[src/rtl/puf_pkg.sv]
// Shared constants for the PUF readout path: FSM encodings and default
// counter/window sizes also used by the response controller.
package puf_pkg;

  typedef enum logic [1:0] {
    IDLE = 2'd0,
    RUN  = 2'd1,
    DONE = 2'd2
  } puf_state_e;

  localparam int PUF_N_CH    = 4;
  localparam int PUF_CNT_W   = 8;
  localparam int PUF_WIN_LEN = 16;
  localparam int PUF_WIN_W   = 5;

endpackage

[src/rtl/puf_evt_cntr.sv]
// One saturating event counter with synchronous clear and a sticky flag that
// records the counter reaching its maximum value during the current window.
module puf_evt_cntr
  import puf_pkg::*;
#(
  parameter int CNT_W = PUF_CNT_W
) (
  input  logic             clk,
  input  logic             rst_n,
  input  logic             i_clr,
  input  logic             i_inc,
  output logic [CNT_W-1:0] o_cnt_nxt,
  output logic             o_sat_nxt
);

  localparam logic [CNT_W-1:0] CNT_MAX = '1;

  logic [CNT_W-1:0] r_cnt;
  logic             r_sat;
  logic [CNT_W-1:0] w_cnt_nxt;
  logic             w_sat_nxt;

  // Next values are exported so the parent can latch results that include
  // the events of the final window cycle.
  always_comb begin
    w_cnt_nxt = r_cnt;
    w_sat_nxt = r_sat;
    if (i_clr) begin
      w_cnt_nxt = '0;
      w_sat_nxt = 1'b0;
    end else begin
      if (i_inc && (r_cnt != CNT_MAX)) begin
        w_cnt_nxt = r_cnt + 1'b1;
      end
      w_sat_nxt = r_sat || (w_cnt_nxt == CNT_MAX);
    end
  end

  always_ff @(posedge clk or negedge rst_n) begin
    if (!rst_n) begin
      r_cnt <= '0;
      r_sat <= 1'b0;
    end else begin
      r_cnt <= w_cnt_nxt;
      r_sat <= w_sat_nxt;
    end
  end

  assign o_cnt_nxt = w_cnt_nxt;
  assign o_sat_nxt = w_sat_nxt;

endmodule

[src/rtl/puf_win_cntr.sv]
// Multi-channel windowed event counter for ring-oscillator PUF readout.
// Counts strobes per channel over a fixed window and compares channel pairs.
module puf_win_cntr
  import puf_pkg::*;
#(
  parameter int N_CH    = PUF_N_CH,
  parameter int CNT_W   = PUF_CNT_W,
  parameter int WIN_LEN = PUF_WIN_LEN,
  parameter int WIN_W   = PUF_WIN_W
) (
  input  logic                  clk,
  input  logic                  rst_n,
  input  logic                  i_en,
  input  logic                  i_start,
  input  logic                  i_cont,
  input  logic [N_CH-1:0]       i_evt,
  output logic                  o_busy,
  output logic                  o_valid,
  output logic [N_CH*CNT_W-1:0] o_counts,
  output logic [N_CH/2-1:0]     o_resp,
  output logic [N_CH/2-1:0]     o_tie,
  output logic [N_CH-1:0]       o_sat
);

  // Handshake: o_valid is a one-cycle strobe with no ready; results on
  // o_counts/o_resp/o_tie/o_sat are stable from that cycle until the next one.

  localparam logic [WIN_W-1:0] WIN_LAST = WIN_W'(WIN_LEN - 1);

  puf_state_e r_state;
  puf_state_e w_state_nxt;

  logic [WIN_W-1:0]      r_win;
  logic                  r_busy;
  logic                  r_valid;
  logic [N_CH*CNT_W-1:0] r_counts;
  logic [N_CH/2-1:0]     r_resp;
  logic [N_CH/2-1:0]     r_tie;
  logic [N_CH-1:0]       r_sat;

  logic                  w_win_last;
  logic                  w_win_start;
  logic                  w_done;
  logic                  w_clr;
  logic [N_CH-1:0]       w_inc;
  logic [N_CH*CNT_W-1:0] w_cnt_nxt;
  logic [N_CH-1:0]       w_sat_nxt;
  logic [N_CH/2-1:0]     w_resp;
  logic [N_CH/2-1:0]     w_tie;

  assign w_win_last = (r_win == WIN_LAST);

  always_comb begin
    w_state_nxt = r_state;
    case (r_state)
      IDLE: begin
        if (i_en && i_start) w_state_nxt = RUN;
      end
      RUN: begin
        if (!i_en)           w_state_nxt = IDLE;
        else if (w_win_last) w_state_nxt = DONE;
      end
      DONE: begin
        if (i_en && i_cont) w_state_nxt = RUN;
        else                w_state_nxt = IDLE;
      end
      default: w_state_nxt = IDLE;
    endcase
  end

  always_ff @(posedge clk or negedge rst_n) begin
    if (!rst_n) r_state <= IDLE;
    else        r_state <= w_state_nxt;
  end

  assign w_win_start = (w_state_nxt == RUN) && (r_state != RUN);
  assign w_done      = (r_state == RUN) && (w_state_nxt == DONE);
  // Dropping i_en also discards partial counts of an aborted window.
  assign w_clr       = w_win_start || !i_en;
  assign w_inc       = {N_CH{r_state == RUN}} & i_evt;

  always_ff @(posedge clk or negedge rst_n) begin
    if (!rst_n) begin
      r_win <= '0;
    end else if (w_win_start) begin
      r_win <= '0;
    end else if (r_state == RUN) begin
      r_win <= r_win + 1'b1;
    end
  end

  for (genvar k = 0; k < N_CH; k++) begin : g_ch
    puf_evt_cntr #(
      .CNT_W (CNT_W)
    ) u_cntr (
      .clk       (clk),
      .rst_n     (rst_n),
      .i_clr     (w_clr),
      .i_inc     (w_inc[k]),
      .o_cnt_nxt (w_cnt_nxt[k*CNT_W +: CNT_W]),
      .o_sat_nxt (w_sat_nxt[k])
    );
  end

  always_comb begin
    w_resp = '0;
    w_tie  = '0;
    for (int j = 0; j < N_CH/2; j++) begin
      w_resp[j] = w_cnt_nxt[2*j*CNT_W +: CNT_W] > w_cnt_nxt[(2*j+1)*CNT_W +: CNT_W];
      w_tie[j]  = w_cnt_nxt[2*j*CNT_W +: CNT_W] == w_cnt_nxt[(2*j+1)*CNT_W +: CNT_W];
    end
  end

  always_ff @(posedge clk or negedge rst_n) begin
    if (!rst_n) begin
      r_busy   <= 1'b0;
      r_valid  <= 1'b0;
      r_counts <= '0;
      r_resp   <= '0;
      r_tie    <= '0;
      r_sat    <= '0;
    end else begin
      r_busy  <= (w_state_nxt != IDLE);
      r_valid <= w_done;
      if (w_done) begin
        r_counts <= w_cnt_nxt;
        r_resp   <= w_resp;
        r_tie    <= w_tie;
        r_sat    <= w_sat_nxt;
      end
    end
  end

  assign o_busy   = r_busy;
  assign o_valid  = r_valid;
  assign o_counts = r_counts;
  assign o_resp   = r_resp;
  assign o_tie    = r_tie;
  assign o_sat    = r_sat;

endmodule

[config.mk]
export PLATFORM = sky130hd
export DESIGN_NAME = puf_win_cntr
export DESIGN_NICKNAME = d
export VERILOG_FILES = /design/src/rtl/puf_pkg.sv /design/src/rtl/puf_evt_cntr.sv /design/src/rtl/puf_win_cntr.sv
export SDC_FILE = /design/constraint.sdc
export NUM_CORES = 1
export LEC_CHECK = 0
export CORE_MARGIN = 2
export CORE_UTILIZATION = 45
export CTS_CLUSTER_DIAMETER = 200
export DETAILED_ROUTE_END_ITERATION = 16
export PLACE_DENSITY = 0.64
export SYNTH_ARGS = -nofsm -noshare
export SYNTH_HDL_FRONTEND = slang
export SYNTH_SLANG_ARGS = --single-unit
[constraint.sdc]
create_clock -name clk -period 3.6 [get_ports clk]
set_input_delay 0.72 -clock clk [delete_from_list [all_inputs] [get_ports clk]]
set_output_delay 0.72 -clock clk [all_outputs]
set_load 0.01 [all_outputs]
==> results.txt, run 1 <==
* Number of violations of the max-capacitance limit: 0
- I/O Buffers: 50
- For this run, the number of Yosys warnings is 0.
- Total power: between 1.5 and 2 mW
* Synthesized net count: just under 500
* Drt total wl: about 10000 um
- In the final design database the tool counted approximately 540 nets.
- Clock latency on the worst-skew pair, taken at its later pin, is approximately 0.36 ns.
* Area taken by multi-input logic gates: about 0.0021 mm^2
* Weighted congestion at the end of routability-driven global placement: about 0.89
* # IOs: 51
- After clock tree synthesis, the repair step resized 0 gates.
- At the worst endpoint, the arrival time is about 3.2 ns.
- Number of pins with negative max-slew slack in the final report: 0
* Initial antenna violation count: 0
* Number of DRC markers after the initial detailed-route iteration: 148
- In the final routed layout, each cell accounts on average for 15.5 um.
- Based on the critical path, the design can be clocked at up to 334 MHz.
* Path class of the lowest-slack min-delay path: flip-flop to flip-flop
- CTS saw 85 sinks.
- Synthesis produced about 460 cells.
* Min Tclk post-route: between 2 and 3 ns
* Total die area: around 0.011 mm^2
- Clock tree from TritonCTS: done
* Count of antenna diodes in the layout: 0
- In the finished design, the share of the clock period the worst path needs comes to 0.831.
- Synthesis inferred 85 register bits.
* Pin count of the biggest net entering global routing: 86
- Final hold viol count: 0
* Via-to-Cell Ratio: ~5.5
* RSZ-0062 raised after global routing: no
- At the pin with the least slew margin, the transition time is about 1.1 ns.
- Number of setup buffers added after CTS: 0
* Final ANT Viol Nets: 0
- At the worst endpoint, the required time is between 3 and 4 ns.
- In the routed design, unresolved DRC markers number 0.
- In this run the vertical extent of the chip is about 100 um.
- After clock tree synthesis, the clock-pin slew on the worst setup and hold paths is ~0.090 ns.
* Total via count after detailed routing: 3575
* Wire length of the first global-routing pass: about 17000 um
- Dividing total power by cell area gives a power density of 343 mW/mm^2.
- The initial utilization of the core area, before any placement, comes to 0.458.
* Per-instance average area after synthesis: between 9 and 10 um^2
- For this run, asynchronously set or reset flops after synthesis account for 1.00.
- Among all flip-flop cells after synthesis, the most frequent one is sky130_fd_sc_hd__dfrtp_1.
- The core region is around 0.0097 mm^2.
- Measured against its own limit, the worst slew margin works out to 0.289.
* Aggregate global-route resource usage: 0.201
- In the layout the commonest cells are 85 x sky130_fd_sc_hd__dfrtp_1, 60 x sky130_fd_sc_hd__nand2_1, 49 x sky130_fd_sc_hd__clkdlybuf4s50_1.
- CTS max path bufs: 2
- Category of the worst setup path launch point: input pin
- Leak: ~2.4 nW
- Row generation in the floorplan step produced 36 rows.
- Detailed placement ended at an HPWL of roughly 7100 um.
* Total Neg Setup Slack: 0 ns
- Status: finished, final reports clean
- The pre-antenna-repair detailed-routing pass consisted of 7 iterations.
* Post-CTS Hold Fix Bufs: 0
- Total standard cell area after synthesis: 0.00444 mm^2
- In this run the number of H-tree levels came out at 3.
- Vias in the first global route: 3346
* Overflow left after global routing: 0
* CP max FO: 7
* Largest clock skew in the final design: about 0.012 ns
* Hold depth: 2
- Counting flops with a built-in enable in the synthesized netlist gives 0.
* Portion of the post-synthesis area used by sequential elements: 0.480
* Crit path capture type: flip-flop
* Worst Path Class, Setup: input pin to flip-flop
- The sequential cells in the finished layout cover a total of 0.00213 mm^2.
* Cell depth of the worst flop-to-flop path: 11
- IR analysis of the VDD net gives a maximum drop of ~0.00016 V.
* Total of fill cells in the finished design: 893
- Fraction of layout instances using a drive strength above 1: 0.0772
* Die Width: about 100 um
- The root buffer cell chosen for the clock tree is sky130_fd_sc_hd__clkbuf_8.
- Number of unique standard cell types used by synthesis: 57
- Setup slack on the worst reg-to-reg path comes out at 0.74 ns.
- From synthesis to final layout, the design area changed by 19.2%.
- Leaving out fill and tap cells, the most frequent cell in the layout is sky130_fd_sc_hd__dfrtp_1.
- Setup violations remaining at the end of the flow were counted as 0.
* Number of buffers created by CTS: 9
==> registers in the layout, summed over array words and instances (netlist names) <==
register	count
o_valid	1
o_tie	2
o_busy	1
o_counts	32
g_ch.u_cntr.r_sat	4
r_state	2
o_resp	2
r_win	5
o_sat	4
g_ch.u_cntr.r_cnt	32
==> worst paths after layout <==
kind / end / from
max: o_resp[1]$_DFFE_PN0P_ / i_evt[2]
max reg2reg: o_resp[1]$_DFFE_PN0P_ / r_state[0]$_DFF_PN0_
min: o_counts[1]$_DFFE_PN0P_ / o_counts[1]$_DFFE_PN0P_
min reg2reg: o_counts[1]$_DFFE_PN0P_ / o_counts[1]$_DFFE_PN0P_
min in group asynchronous: o_sat[0]$_DFFE_PN0P_ / rst_n
max in group asynchronous: g_ch[3].u_cntr.r_cnt[7]$_DFF_PN0_ / rst_n
==> critical path, stage by stage <==
cell                              delay (ns)
sky130_fd_sc_hd__clkdlybuf4s50_1        0.47
sky130_fd_sc_hd__nand3b_1               0.21
sky130_fd_sc_hd__a21oi_1                0.44
sky130_fd_sc_hd__mux2i_1                0.23
sky130_fd_sc_hd__nor2_1                 0.08
sky130_fd_sc_hd__ha_1                   0.31
sky130_fd_sc_hd__nor2b_1                0.13
sky130_fd_sc_hd__o21a_1                 0.16
sky130_fd_sc_hd__o21a_1                 0.15
sky130_fd_sc_hd__o21ai_0                0.14
sky130_fd_sc_hd__a21o_1                 0.13
sky130_fd_sc_hd__a21oi_1                0.05
==> synthesized netlist by cell type (2+ instances only) <==
master,instances,area [um^2]
sky130_fd_sc_hd__a211o_1,3,26.3
sky130_fd_sc_hd__a211oi_1,4,30.0
sky130_fd_sc_hd__a21o_1,5,37.5
sky130_fd_sc_hd__a21oi_1,15,75.1
sky130_fd_sc_hd__a22o_1,2,17.5
sky130_fd_sc_hd__a31o_1,2,17.5
sky130_fd_sc_hd__a31oi_1,6,37.5
sky130_fd_sc_hd__and2_1,2,12.5
sky130_fd_sc_hd__and3_1,7,43.8
sky130_fd_sc_hd__and3b_1,2,17.5
sky130_fd_sc_hd__and4_1,3,26.3
sky130_fd_sc_hd__buf_1,2,7.51
sky130_fd_sc_hd__buf_2,4,20.0
sky130_fd_sc_hd__clkbuf_1,12,45.0
sky130_fd_sc_hd__dfrtp_1,85,2130
sky130_fd_sc_hd__ha_1,22,275
sky130_fd_sc_hd__inv_1,22,82.6
sky130_fd_sc_hd__mux2_2,7,78.8
sky130_fd_sc_hd__mux2i_1,10,100
sky130_fd_sc_hd__nand2_1,60,225
sky130_fd_sc_hd__nand2b_1,10,62.6
sky130_fd_sc_hd__nand3_1,21,105
sky130_fd_sc_hd__nand3b_1,6,45.0
sky130_fd_sc_hd__nand4_1,11,68.8
sky130_fd_sc_hd__nand4b_1,3,26.3
sky130_fd_sc_hd__nor2_1,34,128
sky130_fd_sc_hd__nor2b_1,6,37.5
sky130_fd_sc_hd__nor3_1,7,35.0
sky130_fd_sc_hd__o211ai_1,5,37.5
sky130_fd_sc_hd__o21a_1,5,37.5
sky130_fd_sc_hd__o21ai_0,24,120
sky130_fd_sc_hd__o21ai_1,10,50.1
sky130_fd_sc_hd__o22ai_1,2,12.5
sky130_fd_sc_hd__o31ai_1,11,82.6
sky130_fd_sc_hd__or2_2,2,12.5
sky130_fd_sc_hd__or3_1,2,12.5
sky130_fd_sc_hd__xnor2_1,5,43.8
sky130_fd_sc_hd__xor2_1,6,52.6
==> where the power goes <==
group / internal [mW] / leakage [nW] / switching (mW)
Combinational: 0.0383 / 1.10 / 0.0684
Sequential: 0.967 / 1.18 / 0.0171
Clock: 0.377 / 0.106 / 0.345
Total: 1.38 / 2.38 / 0.430
==> cell type report <==
cell class,count,share of cell area
Clock buffer,13,0.0319
Multi-Input combinational cell,336,0.405
Timing Repair Buffer,58,0.106
Clock inverter,3,0.00804
Tap cell,133,0.0315
Inverter,23,0.0163
Sequential cell,85,0.402
==> through the flow <==
| stage | instance area (um^2) | cells | hold WS (ns) | setup slack, ns | utilization |
|---|---|---|---|---|---|
| 2_1_floorplan | 4440 | 464 | 0.424 | 0.802 | - |
| 3_3_place_gp | 5080 | 635 | 0.461 | 0.319 | 0.524 |
| 3_5_place_dp | 5080 | 635 | 0.466 | 0.248 | 0.524 |
| 4_1_cts | 5290 | 651 | 0.487 | 0.619 | 0.546 |
| 5_1_grt | 5290 | 651 | 0.512 | 0.440 | 0.546 |
| 6_report | 5290 | 651 | 0.479 | 0.607 | 0.546 |
==> cell families after synthesis <==
family,synth area share
simple gates,0.208
compound gates,0.148
mux,0.0403
flops,0.480
xor+xnor,0.0217
fa+ha+maj,0.0621
buf+inv,0.0401
==> routing by layer <==
layer	wire length (um)	global-route usage
met4	121	0.0587
met1	4820	0.289
met3	463	0.0444
met2	4670	0.308
met5	0	0
Note: power is estimated with default switching activity, not from simulation.
==> run 2, diff against run 1 <==
- PLACE_DENSITY: 0.64 -> 0.67
- clock period: 3.6 -> 2.65 ns (I/O delays scaled with it)
==> run 2 against run 1 <==
Die area stayed put. Clock skew is 0.0050 ns lower. Sequential power is 35% higher. Sequential share of layout area is 5.5 points lower. Hold slack worse by 0.32 ns. Global-route usage is 1.6 points higher. Combinational power is 88% higher. Final cell count is 14% higher. Register-to-register slack worse by 0.74 ns. First-iteration DRC count is 32% lower. Total power is 41% higher. Setup slack worse by 0.60 ns.
==> results.txt, run 2 (synthesis gave the netlist of run 1 again) <==
- Final HPWL DP: 8340 um (+17%)
- The number of hold violations in the final report was 0 (unchanged).
- The via density per instance was 5.28 (-3.9%).
* Number of DRC markers after the initial detailed-route iteration: 101 (-32%)
- The initial antenna violation count was 0 (unchanged).
- Endpoint required time on the critical path: 2.89 ns (-0.96 ns)
* Final ANT Viol Nets: 0 (unchanged)
- Count of endpoints failing setup in the final report: 0 (unchanged)
- Post-CTS Hold Fix Bufs: 0 (unchanged)
* Post-synthesis to final-layout area growth: 38.2%
* Clk slew on worst S/H paths: 0.08 ns (about the same)
- The worst hold-check slack came to 0.159 ns (-0.320 ns).
- Insertion delay of the later-clocked pin in the worst-skew pair: 0.35 ns (about the same)
- Wire length of the first global-routing pass: 17800 um (+7.2%)
* # IOs: 51 (unchanged)
- Number of violations of the max-capacitance limit: 0 (unchanged)
- The count of input and output buffers was 50 (unchanged).
- The maximum number of pins on one net before global-route repair is 47 (-45%).
* Slew at the pin closest to its max-slew limit: 0.548 ns (-0.518 ns)
- Fmax: ~380 MHz
- The number of core rows was 36 (unchanged).
- Number of instances in the placed design: 714 (+12%)
- The number of filler instances in the final layout came to 825 (-7.6%).
- Height of the chip: 103 um (unchanged)
- Status: finished, final reports clean
- Die Width: 103 um (unchanged)
* WL per Instance: 15.5 um (about the same)
- The initial core utilization is 0.458 (unchanged).
* Weighted congestion at the end of routability-driven global placement: 0.923 (+3.5%)
- Total via count after detailed routing: 3927 (+9.8%)
- The headroom to the max-slew limit came to 0.635 (+0.346).
- Crit path capture type: flip-flop
- The number of global-route vias before repair was 3702 (+11%).
* Total power: 2.56 mW (+41%)
- Peak ir drop on the vdd network: 0.000347 V (+120%)
- Drt total wl: 11500 um (+14%)
- Net count, final: 637 (+17%)
* Leading cell types in the layout, fill and taps excluded: 100 x sky130_fd_sc_hd__buf_4, 84 x sky130_fd_sc_hd__dfrtp_1, 60 x sky130_fd_sc_hd__nand2_1
* Min Tclk post-route: about 2.6 ns
- Clk Tree Root Cell: sky130_fd_sc_hd__clkbuf_8
* CP max FO: 6 (-1)
- The cell leakage power was 2.89 nW (+21%).
- The remaining routing DRC violations came to 0 (unchanged).
* Most frequent standard cell in the layout excluding fill and tap cells: sky130_fd_sc_hd__buf_4
- The final worst clock skew is 0.00726 ns (-0.00497 ns).
- Of the available clock period, the critical path in the final layout requires 0.998.
* CTS max path bufs: 2 (unchanged)
- Pre-antenna DRT Iters: 4 (-3)
- The number of sinks driven by the clock tree came to 85 (unchanged).
* Number of buffers created by CTS: 9 (unchanged)
* Power density of the placed cells: 418 mW/mm^2 (+22%)
- The number of standard cells in the final layout excluding fillers was 744 (+14%).
- Count of antenna diodes in the layout: 0 (unchanged)
- Number of pins with negative max-slew slack in the final report: 0 (unchanged)
- The floorplan die area is 0.0107 mm^2 (unchanged).
- TritonCTS built the clock tree.
- Aggregate global-route resource usage: 0.217 (+0.0157)
* Placeable core area: 0.00968 mm^2 (unchanged)
- Overflow left after global routing: 0 (unchanged)
* Category of the worst setup path launch point: flip-flop
* Worst Path Class, Setup: flip-flop to flip-flop
- RSZ-0062 raised after global routing: yes
- Path class of the lowest-slack min-delay path: input pin to async pin
* Data arrival at the endpoint of the critical path: 2.89 ns (-0.35 ns)
* CTS H-tree depth: 3 (unchanged)
* Fraction of layout instances using a drive strength above 1: 0.257 (+0.180)
-- run 2: path summary, 6_finish.rpt --
kind / slack [ns] / endpoint / cells past startpoint / start
min in group clk: 0.48 / o_sat[1]$_DFFE_PN0P_ / 2 / o_sat[1]$_DFFE_PN0P_
worst min register to register: 0.48 / o_sat[1]$_DFFE_PN0P_ / 2 / o_sat[1]$_DFFE_PN0P_
max in group asynchronous: 1.86 / r_state[1]$_DFF_PN0_ / 2 / rst_n
worst max register to register: 0.004 / o_resp[0]$_DFFE_PN0P_ / 11 / r_state[1]$_DFF_PN0_
worst max-delay path: 0.004 / o_resp[0]$_DFFE_PN0P_ / 11 / r_state[1]$_DFF_PN0_
worst min-delay path: 0.16 / o_valid$_DFF_PN0_ / 1 / rst_n
-- run 2: report_power, final --
part,internal [mW],switching (mW),leakage [nW]
logic,0.0893,0.112,1.59
clock network,0.580,0.451,0.116
registers,1.31,0.0166,1.18
-- run 2: per-layer routing --
layer	up-vias	wire, um	share of wire	GRT usage
met3	27	444	0.039	0.0497
met2	94	5580	0.48	0.355
met4	0	316	0.027	0.0698
li1	1931	-	-	-
met5	-	0	0	0
met1	1875	5180	0.45	0.286
-- run 2: metrics by stage --
| stage | setup WS (ns) | util | setup TNS [ns] | instance area, um^2 |
|---|---|---|---|---|
| floorplan | 0.0421 | - | 0 | 4440 |
| global placement | -0.289 | 0.587 | -0.725 | 5680 |
| detailed placement | -0.344 | 0.587 | -1.03 | 5680 |
| CTS | 0.00549 | 0.611 | 0 | 5920 |
| global route | -0.0884 | 0.633 | -0.109 | 6130 |
| finish | 0.00403 | 0.633 | 0 | 6130 |
-- run 2: final cells by class --
type	count	area [um^2]	area share
Clock buffer	12	155	0.0253
Clock inverter	4	70.1	0.0114
Inverter	23	86.3	0.0141
Multi-Input combinational cell	336	2240	0.366
Sequential cell	85	2130	0.347
Tap cell	133	166	0.0272
Timing Repair Buffer	151	1280	0.209
-- run 2: timing repair --
item                                    in CTS  in global routing
pin swaps                                    0                 14
endpoints found under the hold margin        0                  0
resized for setup                            2                 32
endpoints found under the setup margin       2                  3
setup buffers                                1                 13
gates cloned                                 0                  0
-- run 2: worst max-delay path, cell delays in order (launching register included) --
cell and delay (ns):
sky130_fd_sc_hd__dfrtp_2 0.50, sky130_fd_sc_hd__nand3b_1 0.27, sky130_fd_sc_hd__buf_4 0.19, sky130_fd_sc_hd__nor2_1 0.20
sky130_fd_sc_hd__nand4_1 0.16, sky130_fd_sc_hd__mux2i_1 0.24, sky130_fd_sc_hd__nor2_1 0.09, sky130_fd_sc_hd__ha_1 0.32
sky130_fd_sc_hd__a21o_1 0.16, sky130_fd_sc_hd__a21oi_1 0.14, sky130_fd_sc_hd__o21ai_0 0.10, sky130_fd_sc_hd__a22o_1 0.18
==> run 3, diff against run 2 <==
- CTS_CLUSTER_SIZE: default -> 24
- SETUP_SLACK_MARGIN: default -> 0.05
==> run 3 against run 2 <==
Sequential power hardly changed. Global-route usage increased by 0.68 points. Core utilization fell by 0.32 points. Clock power is 6% lower. Combinational power rose by 2%. Via count up 0.10%. Final cell count shrank 0.67%. Clock-buffer cell count shrank 1. Clock skew increased by 0.0024 ns.
==> results.txt, run 3 (synthesis gave the netlist of run 1 again) <==
* Leak: 2.85 nW (-1.4%)
- Net count, final: 632 (-0.78%)
- The share of final-layout standard cells stronger than drive strength 1 came to 0.251 (-0.00613).
- The per-cell routed wire length was 15.5 um (about the same).
* Final hold viol count: 0 (unchanged)
* Total via count after detailed routing: 3931 (+0.10%)
* Weighted congestion at the end of routability-driven global placement: 1.00 (+8.7%)
- Number of violations of the max-capacitance limit: 0 (unchanged)
- Height of the chip: 103 um (unchanged)
- Final period utilization: 0.987 (-0.0116)
* Initial antenna violation count: 0 (unchanged)
* Min Tclk post-route: 2.62 ns (-0.0307 ns)
- Starting density of the core: 0.458 (unchanged)
* Final HPWL DP: 8200 um (-1.7%)
* CP max FO: 7 (+1)
- Worst Path Class, Setup: flip-flop to flip-flop
- Slew at the pin closest to its max-slew limit: 0.550 ns (+0.00249 ns)
- The overall overflow remaining after global route came to 0 (unchanged).
- Pin count of the biggest net entering global routing: 43 (-8.5%)
- The register-to-register setup slack came to 0.03 ns (+0.03 ns).
* Total die area: 0.0107 mm^2 (unchanged)
- The headroom to the max-slew limit came to 0.633 (-0.00166).
* Most frequent standard cell in the layout excluding fill and tap cells: sky130_fd_sc_hd__buf_4
- The remaining routing DRC violations came to 0 (unchanged).
* Endpoint required time on the critical path: 2.91 ns (+0.02 ns)
- The global routing usage summed across all routing layers is 0.223 (+0.00679).
- The number of optimization iterations in the first detailed-route pass was 4 (unchanged).
- CTS H-tree depth: 3 (unchanged)
- The CTS buffer count came to 9 (unchanged).
* Count of endpoints failing setup in the final report: 0 (unchanged)
- Setup repair after global routing could not meet its margin everywhere.
- Die Width: 103 um (unchanged)
* Num Clock Sinks: 85 (unchanged)
* Number of instances in the placed design: 708 (-0.84%)
- The insertion delay to the later sink of the worst-skew pair is 0.36 ns (about the same).
- The post-route antenna net violation count came to 0 (unchanged).
- The power per unit of standard cell area is 411 mW/mm^2 (-1.7%).
- The count of input and output buffers came to 50 (unchanged).
* Wire length of the first global-routing pass: 18500 um (+4.0%)
- The number of cells on the worst reg-to-reg path is 12 (+1).
- The run finished with clean final reports.
- Via-to-Cell Ratio: 5.32 (+0.78%)
- Clk slew on worst S/H paths: 0.09 ns (about the same)
- Clock tree from TritonCTS: done
* Drt total wl: 11400 um (-0.67%)
* Peak ir drop on the vdd network: 0.000308 V (-11%)
- Placeable core area: 0.00968 mm^2 (unchanged)
- Total power: 2.51 mW (-2.2%)
* Number of DRC markers after the initial detailed-route iteration: 129 (+28%)
* Vias in the first global route: 3890 (+5.1%)
- CTS max path bufs: 2 (unchanged)
* Crit path capture type: flip-flop
- The tightest min-delay check is of the input pin to async pin type.
- The number of hold buffers added after CTS was 0 (unchanged).
* Data arrival at the endpoint of the critical path: 2.87 ns (-0.02 ns)
* Fmax: 382 MHz (+1.2%)
* Std-Cell Rows: 36 (unchanged)
- STA classifies the critical path startpoint as a flip-flop.
* Filler-free cell count of the finished design: 739 (-0.67%)
* # IOs: 51 (unchanged)
- Count of antenna diodes in the layout: 0 (unchanged)
* Number of pins with negative max-slew slack in the final report: 0 (unchanged)
* Leading cell types in the layout, fill and taps excluded: 94 x sky130_fd_sc_hd__buf_4, 83 x sky130_fd_sc_hd__dfrtp_1, 60 x sky130_fd_sc_hd__nand2_1
* Clk Tree Root Cell: sky130_fd_sc_hd__clkbuf_8
- The area growth from synthesis to layout is 37.5%.
* Largest clock skew in the final design: 0.00971 ns (+0.00245 ns)
run 3: final cells by class:
cell class,count,area [um^2]
Clock buffer,11,151
Clock inverter,5,58.8
Fill cell,838,3590
Inverter,23,86.3
Multi-Input combinational cell,336,2260
Sequential cell,85,2130
Tap cell,133,166
Timing Repair Buffer,146,1250
run 3: repair_timing:
action | in CTS | in global routing
gates cloned | 0 | 0
resized for setup | 7 | 26
setup endpoints to repair | 2 | 4
setup buffers | 4 | 11
pin swaps | 5 | 16
run 3: worst max-delay path, cell delays in order (launching register included):
cell and delay, ns:
sky130_fd_sc_hd__dfrtp_1 0.46, sky130_fd_sc_hd__and3_1 0.39, sky130_fd_sc_hd__nand2_4 0.08, sky130_fd_sc_hd__nand2_1 0.12
sky130_fd_sc_hd__mux2i_1 0.26, sky130_fd_sc_hd__nand2b_4 0.18, sky130_fd_sc_hd__ha_1 0.24, sky130_fd_sc_hd__nor2b_1 0.13
sky130_fd_sc_hd__o21ai_0 0.15, sky130_fd_sc_hd__nand2b_1 0.09, sky130_fd_sc_hd__a21oi_2 0.15, sky130_fd_sc_hd__o21ai_1 0.07
sky130_fd_sc_hd__a22o_1 0.20
run 3: metal layers:
| metal | up-vias | part of all wire | GRT usage |
|---|---|---|---|
| li1 | 1921 | - | - |
| met2 | 89 | 0.52 | 0.402 |
| met3 | 17 | 0.043 | 0.0504 |
| met1 | 1904 | 0.42 | 0.272 |
| met4 | 0 | 0.015 | 0.0567 |
| met5 | - | 0 | 0 |
run 3: stage by stage:
step | util | worst slack [ns] | setup TNS [ns] | cell area (um^2) | hold WS, ns
floorplan | - | 0.0550 | 0 | 4440 | 0.234
global placement | 0.583 | -0.301 | -0.872 | 5650 | 0.460
detailed placement | 0.583 | -0.365 | -1.08 | 5650 | 0.466
CTS | 0.610 | 0.0551 | 0 | 5910 | 0.164
global route | 0.630 | -0.0890 | -0.109 | 6100 | 0.190
finish | 0.630 | 0.0348 | 0 | 6100 | 0.152
run 3: path summary, 6_finish.rpt:
kind,start,to
worst max-delay path,g_ch[1].u_cntr.r_cnt[4]$_DFF_PN0_,o_resp[0]$_DFFE_PN0P_
worst min-delay path,rst_n,o_counts[5]$_DFFE_PN0P_
worst max register to register,g_ch[1].u_cntr.r_cnt[4]$_DFF_PN0_,o_resp[0]$_DFFE_PN0P_
worst min register to register,o_counts[1]$_DFFE_PN0P_,o_counts[1]$_DFFE_PN0P_
max in group asynchronous,rst_n,g_ch[2].u_cntr.r_cnt[0]$_DFF_PN0_
min in group clk,o_counts[1]$_DFFE_PN0P_,o_counts[1]$_DFFE_PN0P_
run 3: report_power, final:
part	internal, mW	total (mW)	switching, mW
combinational	0.0938	0.205	0.111
sequential	1.31	1.33	0.0205
clock	0.487	0.969	0.482
total	1.90	2.51	0.613
